--- src/rtl/data_m_copy_engine.sv ---
// Block-copy initiator on the data_m bus: reads a word, writes it back out, repeats.
// Every access waits for its ack, bounded by a per-access timeout that aborts the copy.
module data_m_copy_engine #(
   parameter int ADDR_WIDTH = 19,
   parameter int TIMEOUT    = 255
) (
   input  logic                  clk,
   input  logic                  reset,
   input  logic                  start,
   input  logic [ADDR_WIDTH-1:0] src_addr,
   input  logic [ADDR_WIDTH-1:0] dst_addr,
   input  logic [15:0]           count,
   output logic                  busy,
   output logic                  done,
   output logic                  error,
   output logic [ADDR_WIDTH-1:0] data_m_addr,
   output logic [15:0]           data_m_data_out,
   input  logic [15:0]           data_m_data_in,
   output logic                  data_m_access,
   output logic                  data_m_wr_en,
   output logic [1:0]            data_m_bytesel,
   input  logic                  data_m_ack
);

   typedef enum logic [2:0] {IDLE, READ, GAP_R, WRITE, GAP_W, FINISH} state_t;

   localparam logic [ADDR_WIDTH-1:0] ADDR_ONE   = ADDR_WIDTH'(1);
   localparam logic [15:0]           WAIT_LIMIT = 16'(TIMEOUT - 1);

   state_t                state_q, state_d;
   logic [ADDR_WIDTH-1:0] src_q, src_d;
   logic [ADDR_WIDTH-1:0] dst_q, dst_d;
   logic [15:0]           remaining_q, remaining_d;
   logic [15:0]           wait_q, wait_d;
   logic                  busy_q, busy_d;
   logic                  done_q, done_d;
   logic                  error_q, error_d;
   logic [ADDR_WIDTH-1:0] addr_q, addr_d;
   logic [15:0]           data_out_q, data_out_d;
   logic                  access_q, access_d;
   logic                  wr_en_q, wr_en_d;
   logic                  ack_v;

   // A late duplicate ack from a registered responder lands while access is low.
   assign ack_v = data_m_ack & access_q;

   always_comb begin
      // NOTE: every _d starts at its held value so no path through the case infers a latch.
      state_d     = state_q;
      src_d       = src_q;
      dst_d       = dst_q;
      remaining_d = remaining_q;
      wait_d      = wait_q;
      busy_d      = busy_q;
      done_d      = 1'b0;
      error_d     = error_q;
      addr_d      = addr_q;
      data_out_d  = data_out_q;
      access_d    = access_q;
      wr_en_d     = wr_en_q;

      case (state_q)
         IDLE: begin
            if (start) begin
               src_d       = src_addr;
               dst_d       = dst_addr;
               remaining_d = count;
               error_d     = 1'b0;
               busy_d      = 1'b1;
               if (count == 16'd0) begin
                  state_d = FINISH;
               end else begin
                  state_d  = READ;
                  access_d = 1'b1;
                  wr_en_d  = 1'b0;
                  addr_d   = src_addr;
                  wait_d   = 16'd0;
               end
            end
         end
         READ: begin
            if (ack_v) begin
               data_out_d = data_m_data_in;
               access_d   = 1'b0;
               state_d    = GAP_R;
            end else if (wait_q == WAIT_LIMIT) begin
               access_d = 1'b0;
               wr_en_d  = 1'b0;
               error_d  = 1'b1;
               state_d  = FINISH;
            end else begin
               wait_d = wait_q + 16'd1;
            end
         end
         GAP_R: begin
            state_d  = WRITE;
            access_d = 1'b1;
            wr_en_d  = 1'b1;
            addr_d   = dst_q;
            wait_d   = 16'd0;
         end
         WRITE: begin
            if (ack_v) begin
               access_d    = 1'b0;
               wr_en_d     = 1'b0;
               src_d       = src_q + ADDR_ONE;
               dst_d       = dst_q + ADDR_ONE;
               remaining_d = remaining_q - 16'd1;
               state_d     = (remaining_q == 16'd1) ? FINISH : GAP_W;
            end else if (wait_q == WAIT_LIMIT) begin
               access_d = 1'b0;
               wr_en_d  = 1'b0;
               error_d  = 1'b1;
               state_d  = FINISH;
            end else begin
               wait_d = wait_q + 16'd1;
            end
         end
         GAP_W: begin
            state_d  = READ;
            access_d = 1'b1;
            wr_en_d  = 1'b0;
            addr_d   = src_q;
            wait_d   = 16'd0;
         end
         FINISH: begin
            done_d  = 1'b1;
            busy_d  = 1'b0;
            state_d = IDLE;
         end
         default: state_d = IDLE;
      endcase
   end

   // NOTE: state registers use non-blocking assignments so all flops update together.
   always_ff @(posedge clk or posedge reset) begin
      if (reset) begin
         state_q     <= IDLE;
         src_q       <= '0;
         dst_q       <= '0;
         remaining_q <= '0;
         wait_q      <= '0;
         busy_q      <= 1'b0;
         done_q      <= 1'b0;
         error_q     <= 1'b0;
         addr_q      <= '0;
         data_out_q  <= '0;
         access_q    <= 1'b0;
         wr_en_q     <= 1'b0;
      end else begin
         state_q     <= state_d;
         src_q       <= src_d;
         dst_q       <= dst_d;
         remaining_q <= remaining_d;
         wait_q      <= wait_d;
         busy_q      <= busy_d;
         done_q      <= done_d;
         error_q     <= error_d;
         addr_q      <= addr_d;
         data_out_q  <= data_out_d;
         access_q    <= access_d;
         wr_en_q     <= wr_en_d;
      end
   end

   assign busy            = busy_q;
   assign done            = done_q;
   assign error           = error_q;
   assign data_m_addr     = addr_q;
   assign data_m_data_out = data_out_q;
   assign data_m_access   = access_q;
   assign data_m_wr_en    = wr_en_q;
   assign data_m_bytesel  = 2'b11;

endmodule

--- config.mk ---
export PLATFORM = sky130hd
export DESIGN_NAME = data_m_copy_engine
export DESIGN_NICKNAME = d
export VERILOG_FILES = /design/src/rtl/data_m_copy_engine.sv
export SDC_FILE = /design/constraint.sdc
export NUM_CORES = 1
export LEC_CHECK = 0
export ABC_AREA = 1
export BUFFER_PORTS_ARGS = -buffer_cell sky130_fd_sc_hd__buf_2
export CAP_MARGIN = 20
export CORE_MARGIN = 2
export CORE_UTILIZATION = 45
export CTS_CLUSTER_SIZE = 20
export DETAILED_ROUTE_END_ITERATION = 12
export PLACE_DENSITY_LB_ADDON = 0.25
export SYNTH_ARGS = -nofsm -noshare
export SYNTH_HDL_FRONTEND = slang
export SYNTH_SLANG_ARGS = --single-unit
--- constraint.sdc ---
create_clock -name clk -period 4.7 [get_ports clk]
set_input_delay 0.47 -clock clk [delete_from_list [all_inputs] [get_ports clk]]
set_output_delay 0.47 -clock clk [all_outputs]
set_load 0.05 [all_outputs]
Word level (Yosys, flattened, before mapping)

Index checks and enable logic that the tools add are counted.

Add/sub/neg operators: 4
Eq/ne operators: 15
Mux-type cells: 42
Bitwise operators: 1
Reductions and logical operators: 18

Operators by type and width:

| kind                    | count |
|---|---|
| $mux W19                | 6 |
| $mux W16                | 6 |
| $pmux W19 S2            | 2 |
| $pmux W19 S3            | 1 |
| $pmux W16 S3            | 1 |
| $add A19 B1 Y19 const B | 2 |
| $pmux W16 S2            | 1 |
| $add A16 B1 Y16 const B | 1 |
| $eq A16 B1 Y1 const B   | 1 |
| $eq A16 B8 Y1 const B   | 1 |
| $logic_not A16 Y1       | 1 |
| $sub A16 B1 Y16 const B | 1 |
| $mux W1                 | 15 |
| $mux W3                 | 5 |
| $pmux W3 S5             | 1 |
| $ne A2 B2 Y1 const B    | 6 |
| $reduce_and A4 Y1       | 3 |
| $eq A3 B2 Y1 const B    | 2 |
| $eq A3 B3 Y1 const B    | 2 |
| $reduce_and A3 Y1       | 2 |
| $reduce_bool A2 Y1      | 3 |
| $reduce_bool A3 Y1      | 2 |
| $pmux W1 S5             | 1 |
| $reduce_and A5 Y1       | 1 |
| other kinds (10)        | 13 |

Flip-flop bits (word level): 113
Bits of input ports: 74
Output and inout port bits: 42

Depth between registers and ports, before layout

Gate-level depths: netlist of run 1.

Word-level depth: 4
Mapped depth: 12

Least setup slack after synthesis of run 1

OpenSTA, ideal clock, no wires.

Kind: register to register
From: register access_q, in the netlist data_m_access
To: register remaining_q[4]
Library setup time: 0.128 ns
Arrival time: 1.580 ns
Required time: 4.572 ns
Path slack: 2.992 ns
Cell stages (with the launch flop): 10
Clock period less this slack: 1.708 ns
Path through: dfrtp_1 nand2_1 inv_1 nand2_1 nand2_1 buf_4 buf_4 o21ai_0 nand2_1 o21ai_0

Cells in the longest elaborated chain, start to end: 3

RTL lines:

| what                        | line | RTL |
|---|---|---|
| start: declaration          | 40   | `logic access_q, access_d;` |
| start signal: assignment    | 161  | `access_q <= access_d;` |
| $and A1 B1 Y1               | 45   | `assign ack_v = data_m_ack & access_q;` |
| $ne A2 B2 Y1 (no line)      | --   |  |
| $reduce_and A3 Y1 (no line) | --   |  |
| end signal: assignment      | 154  | `remaining_q <= remaining_d;` |
| end: declaration            | 33   | `logic [15:0] remaining_q, remaining_d;` |

No other way between the ends.
A chain may end at the register's enable or synchronous reset.

Worst setup path in the final report of run 1

From: register state_q[2]
To: register src_q[9]

Cells in the longest elaborated chain, start to end: 3
Elaborated cells on any way between the ends: 7
Classes of those cells: 3 x eq/ne; 1 x mux; 3 x reduce/logical

RTL lines:

| what                                                                | line | RTL |
|---|---|---|
| start: declaration                                                  | 30   | `state_t state_q, state_d;` |
| start signal: assignment                                            | 151  | `state_q <= state_d;` |
| $eq A3 B2 Y1 / $logic_not A3 Y1 (equally long branches)             | 62   | `case (state_q)` |
| $ne A2 B2 Y1 (no line) / $reduce_bool A2 Y1 (equally long branches) | --   |  |
| $reduce_and A3 Y1 (no line)                                         | --   |  |
| end signal: assignment                                              | 152  | `src_q <= src_d;` |
| end: declaration                                                    | 31   | `logic [ADDR_WIDTH-1:0] src_q, src_d;` |

Parallel ways exist; a longest one is shown, timed or not.

==> results of run 1 <==
## power breakdown
part	internal [mW]	switching, mW	total (mW)	leakage, nW
clock network	0.898	0.447	1.34	0.308
logic	0.761	1.94	2.70	2.51
registers	1.40	0.423	1.82	1.38
## through the flow
stage	power [mW]	utilization	instances	hold slack, ns
2_1_floorplan	3.91	-	1075	0.449
3_3_place_gp	4.46	0.496	1366	0.451
3_5_place_dp	4.51	0.496	1366	0.454
4_1_cts	5.88	0.536	1398	0.273
5_1_grt	6.33	0.537	1399	0.0333
6_report	5.87	0.537	1399	0.0133
## worst max-delay path, stage by stage, from the launching register on
cell and delay, ns:
sky130_fd_sc_hd__dfrtp_1 0.42, sky130_fd_sc_hd__inv_2 0.12, sky130_fd_sc_hd__nand3_2 0.52, sky130_fd_sc_hd__inv_2 0.19, sky130_fd_sc_hd__buf_4 0.79, sky130_fd_sc_hd__nand3_1 0.25, sky130_fd_sc_hd__o22ai_1 0.17, sky130_fd_sc_hd__a21oi_1 0.09
## flip-flops by register name, summed over array words and instances, names as in the netlist
name             cells
busy                 1
data_m_access        1
data_m_addr         19
data_m_data_out     16
data_m_wr_en         1
done                 1
dst_q               19
error                1
remaining_q         16
src_q               19
state_q              3
wait_q              16
## metal layers
metal | up-vias | global-route usage
li1 | 3636 | -
met1 | 3288 | 0.343
met2 | 276 | 0.351
met3 | 26 | 0.0431
met4 | 0 | 0.0708
met5 | - | 0
## worst max path at each step
stage                    end  slack (ns)  depth (start not counted)
floorplan               busy        1.24                          1
global placement    src_q[9]        2.11                          7
detailed placement  src_q[9]        2.04                          7
CTS                 src_q[9]        2.02                          7
global route        src_q[9]        1.75                          7
finish              src_q[9]        1.98                          7
## cell families (layout without fill, tap and decap cells)
kind of cell    after synthesis  count (layout)  synth area share
flops                       113             113             0.396
xor+xnor                      9               9            0.0110
buf+inv                     116             224            0.0720
compound gates              116             116            0.0856
simple gates                697             697             0.399
fa+ha+maj                     6               6            0.0105
mux                          16              16            0.0252
other cells                   1               2          0.000525
## cell usage in the layout (no fill, tap or decap), drive strengths merged, types with 3 or more instances in the layout
| cell | instances |
|---|---|
| nor3 | 3 |
| a21oi | 42 |
| clkinv | 5 |
| o21bai | 5 |
| or2 | 4 |
| nand3 | 98 |
| nand4 | 22 |
| inv | 72 |
| a31oi | 4 |
| o21ai | 57 |
| xor2 | 5 |
| o22ai | 5 |
| clkbuf | 22 |
| xnor2 | 4 |
| nand2 | 404 |
| buf | 120 |
| mux2 | 16 |
| ha | 6 |
| nor2 | 162 |
| dfrtp | 113 |
| bufinv | 3 |
## layout make-up
type,count,area (µm²),share of cell area
sequential,113,2830,0.335
timing repair buffer,120,638,0.0756
inverter,72,273,0.0323
multi-input combinational,846,3810,0.451
tap,216,270,0.0320
clock buffer,22,494,0.0585
clock inverter,10,130,0.0154
==> results_dict.tcl, run 1 <==
set metrics [dict create \
    total_routed_length_um 19100 \
    route.top_layer_used "met4" \
    post_cts.repair.setup_buffers 0 \
    clock_tree.htree_level_count 4 \
    track_usage 0.233 \
    worstSetupEndpointType "flip-flop" \
    areaGrowthSynthToFinish_pct 18.2 \
    peakVddDrop_uv 327 \
    critical_path.max_fanout 103 \
    finalHoldViolations 0 \
    clk-insertion-delay-late_ns 0.42 \
    timing.final.crit_share 0.578 \
    m1_wl_um 9190 \
    post-route-cell-area_um2 8440 \
    hp-class "in2async" \
    gp_congestion 0.889 \
    post-place-ws_ns 2.04 \
    worstReg2RegEnd "src_q[9]" \
    worst-slew-pin-transition_ns 0.999 \
    antennaDiodeCount 0 \
    yosysTopAreaCellShare 0.396 \
    cp.required_ns 4.97 \
    fin_crit_ns 2.72 \
    drt_iter0_markers 700 \
    leakagePower_nw 4.20 \
    netlist_top_cells_count "sky130_fd_sc_hd__nand2_1, sky130_fd_sc_hd__nor2_1, sky130_fd_sc_hd__dfrtp_1" \
    critical_path_class "reg2reg" \
    hpwl_um 13400 \
    placeable_core_region_um2 15700 \
    status "finished, final reports clean" \
    cts.clk_slew.worst_paths_ns 0.05 \
    max_cap_viol_count 0 \
    timing.final.max_slew_violations 0 \
    worst_ep_arrival_time_ns 2.99 \
    register_bit_total_from_synthesis 113 \
    postRouteAntennaNets 0 \
    timing.fmax_mhz 368 \
    antenna_found_initial 0 \
    drive_above_1_share 0.162 \
    postCtsResizedCells 0 \
    nets 1250 \
    synth_most_common_cell "sky130_fd_sc_hd__nand2_1" \
    synth_top_cells_by_area "sky130_fd_sc_hd__dfrtp_1, sky130_fd_sc_hd__nand2_1, sky130_fd_sc_hd__nor2_1" \
    initial_utilization 0.455 \
    die_area_um2 16900 \
    drt_first_pass_iters 6 \
    filler_cell_count 1597 \
    overflow 0 \
    root_buffer "sky130_fd_sc_hd__clkbuf_16" \
    reg2reg_depth 7 \
    rsz0062_at_grt "no" \
    io_pins 116 \
    reg2reg_setup_slack_ns 1.98 \
    worstSetupStartpoint "state_q[2]" \
    post_synth_instance_area_um2 7140 \
    grt_start_max_net_pins 104 \
    yosysSeqAreaShare 0.396 \
    floorplan.die.width_um 130 \
    via_per_inst 5.17 \
    headroom_to_the_max_slew_limit 0.334 \
    vias_in_the_first_global_route 6323 \
    ys_warn_count 0 \
    cts_num_sinks 113 \
    count_of_endpoints_failing_setup_in_the_final_report 0 \
    tritoncts_clock_tree "yes" \
    ys_types 32 \
    route.detailed.drc 0 \
    worst_clock_skew_ns 0.00794 \
    grt_first_pass_wirelength_um 31200 \
    post_drt_wl_per_cell_um 13.7 \
    yosys.area.top_type "sky130_fd_sc_hd__dfrtp_1" \
    synth_edf_count 0 \
    setup_slack_ns 1.98 \
    floorplan.rows 46 \
    met2_length_um 8210 \
    tritoncts.num_buffers 17 \
    met3_wirelength_um 1430 \
    chip_height_um 130 \
    synthesis.area_per_instance_um2 6.65 \
    asyncSetResetFlopFracSynth 1.00 \
    pwr_density_cell_nw_per_um2 695 \
    cts_max_path_buffers 2 \
    startpoint_type "flip-flop" \
    timing.setup.tns_ns 0 \
    post_dp_cell_area_um2 7790 \
    synth_ff_type "sky130_fd_sc_hd__dfrtp_1" \
    origin_of_the_critical_flop_to_flop_path "state_q[2]" \
    vias 7226 \
    post_synth_inst_count 1074 \
    placement.io_buffers 113 \
    hold_buffers 0 \
]
(Power assumes the default switching activity.)
==> run 2, diff against run 1 <==
==> constraint.sdc (replaced) <==
create_clock -name clk -period 2.25 [get_ports clk]
set_input_delay 0.225 -clock clk [delete_from_list [all_inputs] [get_ports clk]]
set_output_delay 0.225 -clock clk [all_outputs]
set_load 0.05 [all_outputs]
==> run 2 against run 1 <==
  * Flip-flop and latch count unchanged
  * Critical path type unchanged
  * Via count decreased by 0.62%
  * Global-route usage decreased by 0.11 points
  * First-iteration DRC count decreased by 22%
  * Total power increased by 110%
  * Critical endpoint is now remaining_q[5]
==> results_dict.tcl, run 2 (synthesis results as in run 1) <==
set metrics [dict create \
    cts_max_path_buffers 2 \
    grt_start_max_net_pins 104 \
    tritoncts_clock_tree "yes" \
    layout.area.seq_um2 2830 \
    worst_clock_skew_ns 0.00660 \
    rsz0062_at_grt "no" \
    filler_cell_count 1540 \
    cts.clk_slew.worst_paths_ns 0.05 \
    max_stage_delay_ns 0.41 \
    count_of_endpoints_failing_setup_in_the_final_report 0 \
    timing.fmax_mhz 524 \
    critical_path.max_fanout 45 \
    postRouteAntennaNets 0 \
    root_buffer "sky130_fd_sc_hd__clkbuf_16" \
    areaGrowthSynthToFinish_pct 19.9 \
    worst_ep_arrival_time_ns 2.20 \
    combinationalPowerShare 0.456 \
    status "finished, final reports clean" \
    die_area_um2 16900 \
    peakVddDrop_uv 866 \
    total_routed_length_um 19300 \
    timing.final.crit_share 0.848 \
    switching_share 0.473 \
    placeable_core_region_um2 15700 \
    nets 1257 \
    grt_first_pass_wirelength_um 31000 \
    track_usage 0.232 \
    floorplan.die.width_um 130 \
    headroom_to_the_max_slew_limit 0.593 \
    placement.io_buffers 113 \
    layout_common_cells "sky130_fd_sc_hd__nand2_1, sky130_fd_sc_hd__nor2_1, sky130_fd_sc_hd__dfrtp_1, sky130_fd_sc_hd__buf_2, sky130_fd_sc_hd__nand3_1" \
    overflow 0 \
    antenna_found_initial 0 \
    critPathBufInv 3 \
    p_switching_mw 5.97 \
    startpoint_type "flip-flop" \
    pwr_density_cell_nw_per_um2 1470 \
    worst-slew-pin-transition_ns 0.609 \
    vias 7181 \
    via_per_inst 5.11 \
    io_pins 116 \
    drt_first_pass_iters 5 \
    pwr-share-clk 0.241 \
    route.detailed.drc 0 \
    cp.required_ns 2.55 \
    leakagePower_nw 4.24 \
    antennaDiodeCount 0 \
    critical_path_class "reg2reg" \
    final_util 0.545 \
    clk-insertion-delay-late_ns 0.42 \
    worst_path_max_delay_cell "sky130_fd_sc_hd__dfrtp_1" \
    timing.critical_path.max_delay_family "buffers and inverters" \
    floorplan.rows 46 \
    hpwl_um 14000 \
    cts_num_sinks 113 \
    chip_height_um 130 \
    initial_utilization 0.455 \
    vias_in_the_first_global_route 6182 \
    max_cap_viol_count 0 \
    crit_chain "inv_2 > nand3_2 > inv_2 > nand2_1 > nand2_2 > buf_4 > o21ai_0 > nand2_1 > o21ai_0" \
    timing.final.max_slew_violations 0 \
    power.sequential.fraction 0.303 \
    internal_power_mw 6.64 \
    tritoncts.num_buffers 17 \
    post_drt_wl_per_cell_um 13.7 \
    clock_tree.htree_level_count 4 \
    worstSetupEndpointType "flip-flop" \
    timing.setup.tns_ns 0 \
    drive_above_1_share 0.167 \
    gp_congestion 0.891 \
    finalHoldViolations 0 \
    drt_iter0_markers 548 \
    fin_crit_ns 1.91 \
    hp-class "in2reg" \
    multiInputGateArea_um2 3810 \
    post_cts.repair.setup_buffers 0 \
    most_common_cell_after_layout_fill_and_taps_aside "sky130_fd_sc_hd__nand2_1" \
]
==> run 2: final timing paths <==
path / from / cells past startpoint / to / slack, ns
max: state_q[2] / 9 / remaining_q[5] / 0.34
min: data_m_data_in[1] / 2 / data_m_data_out[1] / 0.05
max reg2reg: state_q[2] / 9 / remaining_q[5] / 0.34
min reg2reg: data_m_addr[2] / 2 / data_m_addr[2] / 0.47
max in group asynchronous: reset / 4 / data_m_data_out[4] / 1.12
min in group asynchronous: reset / 3 / wait_q[14] / 0.43
==> run 2: final cells by class <==
cell class | instances | area share
multi-input combinational | 846 | 0.445
sequential | 113 | 0.330
timing repair buffer | 127 | 0.0830
clock buffer | 20 | 0.0545
inverter | 72 | 0.0320
tap | 216 | 0.0316
clock inverter | 12 | 0.0238
==> run 2: repair_timing <==
item                                    4_1_cts  5_1_grt
endpoints found under the setup margin        0       13
hold buffers                                  1        0
gates resized for setup                       0        1
endpoints found under the hold margin        24        0
==> run 2: worst register-to-register path, cell delays in order (launching register included) <==
cell and delay [ns]:
sky130_fd_sc_hd__dfrtp_1 0.41, sky130_fd_sc_hd__inv_2 0.12, sky130_fd_sc_hd__nand3_2 0.20, sky130_fd_sc_hd__inv_2 0.14, sky130_fd_sc_hd__nand2_1 0.08, sky130_fd_sc_hd__nand2_2 0.10
sky130_fd_sc_hd__buf_4 0.39, sky130_fd_sc_hd__o21ai_0 0.18, sky130_fd_sc_hd__nand2_1 0.09, sky130_fd_sc_hd__o21ai_0 0.07
==> run 2: metal layers <==
layer / vias to the layer above / track usage / routed length [µm]
met2: 234 / 0.365 / 8710
met5: - / 0 / 0
met3: 11 / 0.0467 / 1450
li1: 3648 / - / -
met1: 3288 / 0.328 / 8960
met4: 0 / 0.0626 / 163
==> run 2: power groups by stage <==
stage / clock [mW] / sequential (mW) / combinational, mW
after floorplan: 0 / 4.79 / 3.38
after global placement: 0 / 3.80 / 5.66
after detailed placement: 0 / 3.82 / 5.73
after CTS: 3.08 / 3.80 / 5.76
after global routing: 3.18 / 3.95 / 6.42
final: 3.04 / 3.81 / 5.75
==> run 2: through the flow <==
| stage | hold WS, ns | std cells | setup slack (ns) | cell area, µm² | power, mW |
|---|---|---|---|---|---|
| floorplan | 0.364 | 1075 | 0.542 | 7150 | 8.17 |
| global placement | 0.334 | 1373 | 0.288 | 7880 | 9.46 |
| detailed placement | 0.327 | 1373 | 0.192 | 7880 | 9.55 |
| CTS | 0.0364 | 1406 | 0.141 | 8560 | 12.6 |
| global route | 0.0375 | 1406 | 0.171 | 8560 | 13.5 |
| finish | 0.0460 | 1406 | 0.343 | 8560 | 12.6 |
==> run 3, diff against run 2 <==
==> constraint.sdc (replaced) <==
create_clock -name clk -period 1.95 [get_ports clk]
set_input_delay 0.195 -clock clk [delete_from_list [all_inputs] [get_ports clk]]
set_output_delay 0.195 -clock clk [all_outputs]
set_load 0.05 [all_outputs]
==> run 3 against run 2 <==
  * Design area rose by 0.69%
  * Largest power group unchanged
  * Via count rose by 1.2%
  * Flip-flop and latch count did not move
  * Largest cell class unchanged
  * Non-clock buffer count rose by 13
  * Fmax rose by 6.6%
==> results_dict.tcl, run 3 (synthesis results as in run 1) <==
set metrics [dict create \
    cts_max_path_buffers 2 \
    status "finished, final reports clean" \
    areaGrowthSynthToFinish_pct 20.7 \
    grt.met3_usage 0.0459 \
    startpoint_type "flip-flop" \
    post-place-ws_ns 0.246 \
    filler_cell_count 1562 \
    max_cap_viol_count 0 \
    post_drt_wl_per_cell_um 13.7 \
    tritoncts_clock_tree "yes" \
    placement.io_buffers 113 \
    rsz0062_at_grt "no" \
    postRouteAntennaNets 0 \
    die_area_um2 16900 \
    hp-class "in2reg" \
    worst_clock_skew_ns 0.00661 \
    finalHoldViolations 0 \
    post-route-cell-area_um2 8620 \
    initial_utilization 0.455 \
    setup_slack_ns 0.160 \
    cts.clk_slew.worst_paths_ns 0.05 \
    clock_tree.htree_level_count 4 \
    drive_above_1_share 0.170 \
    cts_num_sinks 113 \
    critPathBufInv 0 \
    floorplan.die.width_um 130 \
    post-layout-total-power_mw 14.5 \
    floorplan.rows 46 \
    drt_iter0_markers 653 \
    chip_height_um 130 \
    fin_cells 1419 \
    count_of_endpoints_failing_setup_in_the_final_report 0 \
    gp_congestion 0.898 \
    timing.setup.tns_ns 0 \
    clk-insertion-delay-late_ns 0.42 \
    drt_first_pass_iters 5 \
    vias_in_the_first_global_route 6579 \
    pwr_density_cell_nw_per_um2 1680 \
    grt_start_max_net_pins 114 \
    overflow 0 \
    critical_path.max_fanout 6 \
    io_pins 116 \
    leakagePower_nw 4.28 \
    vias 7268 \
    antennaDiodeCount 0 \
    grt_util_met1 0.351 \
    grt_first_pass_wirelength_um 32500 \
    timing.critical_path.max_delay_family "simple AND/OR/NAND/NOR gates" \
    worst_ep_arrival_time_ns 2.10 \
    final_util 0.549 \
    placeable_core_region_um2 15700 \
    most_common_cell_after_layout_fill_and_taps_aside "sky130_fd_sc_hd__nand2_1" \
    worst-slew-pin-transition_ns 0.666 \
    tritoncts.num_buffers 17 \
    cp.required_ns 2.26 \
    timing.final.crit_share 0.918 \
    crit_chain "ha_1 > nand3_1 > nor2_1 > nand2_1 > o21ai_0 > nand3_1 > nand2_1 > nand2_1" \
    route.detailed.drc 0 \
    headroom_to_the_max_slew_limit 0.556 \
    whs_ns 0.0102 \
    critical-path-top-cell-by-count "sky130_fd_sc_hd__nand2_1" \
    total_routed_length_um 19400 \
    nets 1270 \
    track_usage 0.242 \
    peakVddDrop_uv 818 \
    root_buffer "sky130_fd_sc_hd__clkbuf_16" \
    critical_path_class "reg2reg" \
    hpwl_um 13700 \
    timing.final.max_slew_violations 0 \
    timing.fmax_mhz 559 \
    layout_common_cells "sky130_fd_sc_hd__nand2_1, sky130_fd_sc_hd__nor2_1, sky130_fd_sc_hd__dfrtp_1, sky130_fd_sc_hd__buf_2, sky130_fd_sc_hd__nand3_1" \
    grt.busiest_layer "met2" \
    worst_path_max_delay_cell "sky130_fd_sc_hd__dfrtp_1" \
    post_dp_cell_area_um2 7960 \
    antenna_found_initial 0 \
    post-place-cells 1383 \
    via_per_inst 5.12 \
    fin_crit_ns 1.79 \
    max_stage_delay_ns 0.43 \
    met2_demand_to_capacity_share_in_global_routing 0.369 \
    worstSetupEndpointType "flip-flop" \
]
==> run 3: path summary, 6_finish.rpt <==
kind                                    startpoint                   to  slack (ns)  depth (start not counted)
max in group asynchronous                    reset             dst_q[2]        0.93                          4
min in group asynchronous                    reset            wait_q[1]        0.46                          4
worst min-delay path            data_m_data_in[13]  data_m_data_out[13]        0.01                          2
worst max-delay path                      dst_q[0]            dst_q[12]        0.16                          8
worst min register to register     data_m_addr[12]      data_m_addr[12]        0.46                          2
worst max register to register            dst_q[0]            dst_q[12]        0.16                          8
==> run 3: layer usage <==
metal | part of all wire | wire length, µm | up-vias
met4 | 0.014 | 273 | 0
met5 | 0 | 0 | -
met2 | 0.44 | 8590 | 241
li1 | - | - | 3674
met1 | 0.48 | 9380 | 3328
met3 | 0.060 | 1170 | 25
==> run 3: timing repair <==
action,CTS,global route
buffers inserted,0,0
hold endpoints to repair,36,0
hold buffers,4,0
setup endpoints to repair,0,2
gates resized for setup,0,1
==> run 3: power breakdown <==
group | switching (mW) | total [mW] | internal [mW]
clock | 1.10 | 3.29 | 2.20
sequential | 1.02 | 4.39 | 3.37
combinational | 4.77 | 6.81 | 2.04
==> run 3: final cells by class <==
class                      instances  area, µm²  area share
sequential                       113       2830       0.328
timing repair buffer             140        816      0.0946
inverter                          72        274      0.0318
clock inverter                    10        158      0.0183
tap                              216        270      0.0313
clock buffer                      22        464      0.0538
multi-input combinational        846       3810       0.442
